$ cat config.mk
export PLATFORM = sky130hd
export DESIGN_NAME = tmr_cnt_cmp
export DESIGN_NICKNAME = d
export VERILOG_FILES = /design/src/rtl/tmr_pkg.sv /design/src/rtl/tmr_tick_gen.sv /design/src/rtl/tmr_cnt_cmp.sv
export SDC_FILE = /design/constraint.sdc
export NUM_CORES = 1
export LEC_CHECK = 0
export CAP_MARGIN = 20
export CORE_MARGIN = 2
export CORE_UTILIZATION = 30
export CTS_CLUSTER_DIAMETER = 60
export DETAILED_ROUTE_END_ITERATION = 8
export PLACE_DENSITY = 0.64
export SETUP_SLACK_MARGIN = 0.5
export SLEW_MARGIN = 20
export SYNTH_ARGS = -nofsm -noshare
export SYNTH_HDL_FRONTEND = slang
export SYNTH_SLANG_ARGS = --single-unit
$ cat constraint.sdc
create_clock -name clk -period 3.5 [get_ports clk]
set_clock_uncertainty 0.15 [all_clocks]
set_input_delay 1.05 -clock clk [delete_from_list [all_inputs] [get_ports clk]]
set_output_delay 1.05 -clock clk [all_outputs]
set_load 0.02 [all_outputs]
$ cat src/rtl/tmr_pkg.sv
`default_nettype none
// ============================================================================
// Module      : tmr_pkg
// Description : Shared widths, reset constants and the prescaler terminal
//               count decode used by both ends of the prescaler interface.
// Revision    : 1.0 - initial release
// ============================================================================
package tmr_pkg;

  localparam int CNT_W  = 64;
  localparam int HALF_W = 32;
  localparam int PRE_W  = 8;

  localparam logic [CNT_W-1:0] CMP_RST = {CNT_W{1'b1}};

  // Terminal count of the prescaler for a given select. Selects of 8 and
  // above saturate at the full 8-bit range so both ends agree on the wrap.
  function automatic logic [PRE_W-1:0] tmr_lim(input logic [3:0] div_val);
    if (div_val >= 4'd8) begin
      tmr_lim = {PRE_W{1'b1}};
    end else begin
      tmr_lim = (PRE_W'(1) << div_val[2:0]) - PRE_W'(1);
    end
  endfunction

endpackage : tmr_pkg
`default_nettype wire

$ cat src/rtl/tmr_tick_gen.sv
`default_nettype none
// ============================================================================
// Module      : tmr_tick_gen
// Description : Derives the count-enable tick from the prescaler count and
//               detects the falling edge of timer_en.
// Ports       : clk, rst_n       - clock, async active-low reset
//               timer_en        - timer enable
//               div_en, div_val - prescaler enable / select
//               stop            - debug halt, suppresses the tick
//               i               - prescaler internal count
//               tick            - count-enable for this cycle
//               fall_edge_timer - timer_en 1->0 pulse
// Revision    : 1.0 - initial release
// ============================================================================
module tmr_tick_gen
  import tmr_pkg::*;
(
  input  logic             clk,
  input  logic             rst_n,
  input  logic             timer_en,
  input  logic             div_en,
  input  logic [3:0]       div_val,
  input  logic             stop,
  input  logic [PRE_W-1:0] i,
  output logic             tick,
  output logic             fall_edge_timer
);

  logic             r_timer_en_q;
  logic [PRE_W-1:0] w_lim;
  logic             w_pre_hit;

  always_ff @(posedge clk or negedge rst_n) begin
    if (!rst_n) begin
      r_timer_en_q <= 1'b0;
    end else begin
      r_timer_en_q <= timer_en;
    end
  end

  always_comb begin
    w_lim     = tmr_lim(div_val);
    // Without the prescaler every clock is a count event.
    w_pre_hit = div_en ? (i == w_lim) : 1'b1;
  end

  assign tick            = timer_en & ~stop & w_pre_hit;
  assign fall_edge_timer = r_timer_en_q & ~timer_en;

endmodule : tmr_tick_gen
`default_nettype wire

$ cat src/rtl/tmr_cnt_cmp.sv
`default_nettype none
// ============================================================================
// Module      : tmr_cnt_cmp
// Description : 64-bit timer counter, compare register and sticky interrupt
//               status; consumer end of the prescaler interface.
// Ports       : clk, rst_n              - clock, async active-low reset
//               timer_en, div_en,        - control inputs
//               div_val, stop, i
//               wdata, wr_DR0/1          - counter word loads
//               wr_CMP0/1                - compare word loads
//               int_en, int_clr          - interrupt enable / W1C strobe
//               cnt, cmp                 - current counter / compare
//               int_st, tim_int          - sticky status / interrupt line
//               fall_edge_timer          - timer_en 1->0 pulse
//               halt_ack                 - debug halt acknowledge
// Revision    : 1.0 - initial release
// ============================================================================
module tmr_cnt_cmp
  import tmr_pkg::*;
(
  input  logic              clk,
  input  logic              rst_n,
  input  logic              timer_en,
  input  logic              div_en,
  input  logic [3:0]        div_val,
  input  logic              stop,
  input  logic [PRE_W-1:0]  i,
  input  logic [HALF_W-1:0] wdata,
  input  logic              wr_DR0,
  input  logic              wr_DR1,
  input  logic              wr_CMP0,
  input  logic              wr_CMP1,
  input  logic              int_en,
  input  logic              int_clr,
  output logic [CNT_W-1:0]  cnt,
  output logic [CNT_W-1:0]  cmp,
  output logic              int_st,
  output logic              tim_int,
  output logic              fall_edge_timer,
  output logic              halt_ack
);

  localparam logic [CNT_W-1:0] C_CNT_ONE = CNT_W'(1);

  logic [CNT_W-1:0] r_cnt;
  logic [CNT_W-1:0] r_cmp;
  logic             r_int_st;
  logic             r_halt_ack;
  logic             w_tick;
  logic             w_fall_edge;

  tmr_tick_gen u_tick_gen (
    .clk             (clk),
    .rst_n           (rst_n),
    .timer_en        (timer_en),
    .div_en          (div_en),
    .div_val         (div_val),
    .stop            (stop),
    .i               (i),
    .tick            (w_tick),
    .fall_edge_timer (w_fall_edge)
  );

  // Software loads beat the disable clear, which beats counting.
  always_ff @(posedge clk or negedge rst_n) begin
    if (!rst_n) begin
      r_cnt <= '0;
    end else if (wr_DR0 || wr_DR1) begin
      if (wr_DR0) r_cnt[HALF_W-1:0]     <= wdata;
      if (wr_DR1) r_cnt[CNT_W-1:HALF_W] <= wdata;
    end else if (w_fall_edge) begin
      r_cnt <= '0;
    end else if (w_tick) begin
      r_cnt <= r_cnt + C_CNT_ONE;
    end
  end

  always_ff @(posedge clk or negedge rst_n) begin
    if (!rst_n) begin
      r_cmp <= CMP_RST;
    end else begin
      if (wr_CMP0) r_cmp[HALF_W-1:0]     <= wdata;
      if (wr_CMP1) r_cmp[CNT_W-1:HALF_W] <= wdata;
    end
  end

  // Match is sampled every clock regardless of enable/halt; a match in the
  // same cycle as a clear keeps the status set.
  always_ff @(posedge clk or negedge rst_n) begin
    if (!rst_n) begin
      r_int_st <= 1'b0;
    end else if (r_cnt == r_cmp) begin
      r_int_st <= 1'b1;
    end else if (int_clr) begin
      r_int_st <= 1'b0;
    end
  end

  always_ff @(posedge clk or negedge rst_n) begin
    if (!rst_n) begin
      r_halt_ack <= 1'b0;
    end else begin
      r_halt_ack <= stop & timer_en;
    end
  end

  assign cnt             = r_cnt;
  assign cmp             = r_cmp;
  assign int_st          = r_int_st;
  assign tim_int         = r_int_st & int_en;
  assign fall_edge_timer = w_fall_edge;
  assign halt_ack        = r_halt_ack;

endmodule : tmr_cnt_cmp
`default_nettype wire

==> impl_metrics.env <==
export IMPL_core_area_um2=27600
export IMPL_synth_top_area_share=0.202
export IMPL_rows=61
export IMPL_endpoint="cnt[23]"
export IMPL_rsz0062_at_grt="yes"
export IMPL_hold_slack_ns=0.410
export IMPL_min_path_cells=2
export IMPL_finalSetupViolations=0
export IMPL_ys_warn_count=0
export IMPL_vdd_drop_max_mv=0.320
export IMPL_io_pins=187
export IMPL_dieArea_um2=29100
export IMPL_critPathCaptureType="output port"
export IMPL_drc=0
export IMPL_critPathArrivalTime_ns=1.76
export IMPL_antenna_cells=0
export IMPL_ys_ff_latch=131
export IMPL_async_reset_ff_frac=1.00
export IMPL_setup_tns_ns=0
export IMPL_area_delta_synth_final_pct=43.6
export IMPL_syn_nets=912
export IMPL_critPathRequiredTime_ns=2.30
export IMPL_clockRootBuffer="clkbuf_16"
export IMPL_p_int_uw=3880
export IMPL_wl_per_cell_um=24.0
export IMPL_slew_violations=0
export IMPL_netlist_instances=856
export IMPL_netlist_cell_type_count=66
export IMPL_insertion_delay_ns=0.44
export IMPL_hold_path_class="reg -> reg"
export IMPL_fin_nets=1126
export IMPL_die_width_um=171
export IMPL_synth_most_common_cell="nand2_1"
export IMPL_viasPerCell=5.74
export IMPL_synth_flop_cell="dfrtp_1"
export IMPL_track_usage=0.241
export IMPL_grt_max_degree=47
export IMPL_vias=8389
export IMPL_comb_power_share=0.314
export IMPL_design_area_um2=12000
export IMPL_wl_mm=35.0
export IMPL_synthTopCellsByArea="dfstp_2, dfrtp_1, mux2_2"
export IMPL_r2r_cells=7
export IMPL_max_slew_worst_pin_slew_ns=0.646
export IMPL_numCtsBuffers=17
export IMPL_fin_util=0.435
export IMPL_min_period_ns=2.96
export IMPL_critPathKind="reg -> out"
export IMPL_clock_path_buffers=2
export IMPL_antenna_found_initial=0
export IMPL_critPathSlowestCell="clkdlybuf4s50_1"
export IMPL_cts_hold_buffers=0
export IMPL_htreeDepth=4
export IMPL_critical_path_top_delay_family="buffers and inverters"
export IMPL_outcome="finished clean"
export IMPL_hpwlAfterDp_mm=25.7
export IMPL_drive_gt1_frac=0.269
export IMPL_sw_frac_of_total=0.348
export IMPL_start_util=0.303
export IMPL_die_h_um=171
export IMPL_placed_cells=1414
export IMPL_grt_pass1_vias=8393
export IMPL_stdcell_count=1461
export IMPL_min_period_over_period=0.845
export IMPL_synth_common_cells="nand2_1, dfrtp_1, mux2_2"
export IMPL_path_max_fanout=10
export IMPL_ant_nets=0
export IMPL_cp_num_cells=1
export IMPL_gp_congestion=0.964
export IMPL_leakage_uw=0.00450
export IMPL_critPathBufInv=1
export IMPL_drv_cap=0
export IMPL_synth_edff_count=0
export IMPL_seq_power_share=0.354
export IMPL_clk_pin_slew_ns=0.06
export IMPL_max_freq_ghz=0.338
export IMPL_r2r_slack_ns=0.57
export IMPL_switching_power_uw=2070
export IMPL_drt_iter0_markers=852
export IMPL_yosysTopAreaCell="dfstp_2"
export IMPL_cts_tree="yes"
export IMPL_cp_startpoint="cnt[23]$_DFFE_PN0P_"
export IMPL_p_clk_frac=0.332
export IMPL_start_kind="flip-flop"
export IMPL_avgSynthCellArea_um2=9.74
export IMPL_powerDensity_nw_per_um2=497
export IMPL_netlist_area_um2=8340
export IMPL_dr_pass1_iters=5
export IMPL_reg2reg_from="cnt[13]$_DFFE_PN0P_"
export IMPL_path_cells="clkdlybuf4s50_1"
export IMPL_grt_pass1_wl_mm=52.5
export IMPL_hold_viol=0
export IMPL_max_slew_margin=0.565
export IMPL_ys_seq_area_frac=0.403
export IMPL_port_buffers=186
export IMPL_max_stage_delay_ns=0.71
export IMPL_gr_total_overflow=0
export IMPL_placed_cell_area_um2=10900
export IMPL_worstReg2RegEnd="cnt[62]$_DFFE_PN0P_"
export IMPL_cts_sinks=131
==> sequential cells by signal, indices dropped and copies added, names as in the netlist <==
signal                   cells
cmp                         64
cnt                         64
halt_ack                     1
int_st                       1
u_tick_gen.r_timer_en_q      1
==> power groups by stage <==
stage | combinational [uW] | clock, uW | sequential (uW)
after floorplan | 712 | 0 | 2240
after global placement | 1770 | 0 | 2120
after detailed placement | 1780 | 0 | 2120
after CTS | 1840 | 1990 | 2100
after global routing | 1960 | 2060 | 2140
final | 1870 | 1980 | 2110
==> per-layer routing <==
layer  share of wire  vias to the layer above  wire (um)  global-route usage
li1                -                     3686          -                   -
met1            0.42                     4102      14600               0.316
met2            0.44                      501      15500               0.370
met3           0.092                      100       3230              0.0557
met4           0.049                        0       1720               0.124
met5               0                        -          0                   0
==> worst min-delay path by stage <==
stage                             from                 end
floorplan           int_st$_DFFE_PN0P_  int_st$_DFFE_PN0P_
global placement    int_st$_DFFE_PN0P_  int_st$_DFFE_PN0P_
detailed placement  int_st$_DFFE_PN0P_  int_st$_DFFE_PN0P_
CTS                 int_st$_DFFE_PN0P_  int_st$_DFFE_PN0P_
global route        int_st$_DFFE_PN0P_  int_st$_DFFE_PN0P_
finish              int_st$_DFFE_PN0P_  int_st$_DFFE_PN0P_
==> through the flow <==
step	total power [uW]	setup WS, ns
after floorplan	2950	0.485
after global placement	3890	-0.270
after detailed placement	3900	-0.313
after CTS	5930	0.505
after global routing	6160	0.502
final	5950	0.542
==> layout make-up <==
class                      count  area [um2]
fill                        2677       15600
multi-input combinational    639        4770
sequential                   131        3360
timing repair buffer         268        2700
tap                          378         473
clock buffer                  20         457
clock inverter                12         179
inverter                      13        48.8
==> cells by family (layout without fill, tap and decap cells) <==
family | after synthesis | after routing | synth area share
flip-flops | 131 | 131 | 0.403
AND/OR/NAND/NOR | 259 | 260 | 0.170
AO/OA/AOI/OAI | 247 | 247 | 0.223
adder cells (fa/ha/maj) | 1 | 1 | 0.00150
buffers and inverters | 87 | 313 | 0.0458
multiplexers | 66 | 66 | 0.0891
XOR/XNOR | 65 | 65 | 0.0683
==> placed cells by master (no fill, tap or decap), drive strengths merged, types with 5 or more instances in the layout <==
cell	count
nor2	30
and3	9
o41ai	6
a21oi	30
mux2	66
xnor2	65
a31oi	8
o21a	12
nand2	75
nor3	12
o221ai	16
buf	89
or3	11
nand4	39
o211ai	11
clkdlybuf4s50	171
dfstp	64
dfrtp	67
a21boi	8
clkbuf	22
nor4	15
nand2b	15
o21ai	47
or4	7
a22o	38
inv	14
o31ai	35
a221o	15
nand3	29
o2bb2ai	5
==> what timing repair did <==
item / CTS / global route
pin swaps: 19 / 12
setup buffers: 11 / 0
setup endpoints to repair: 66 / 64
gates resized for setup: 54 / 29
cloned: 4 / 0
(Power assumes the default switching activity.)
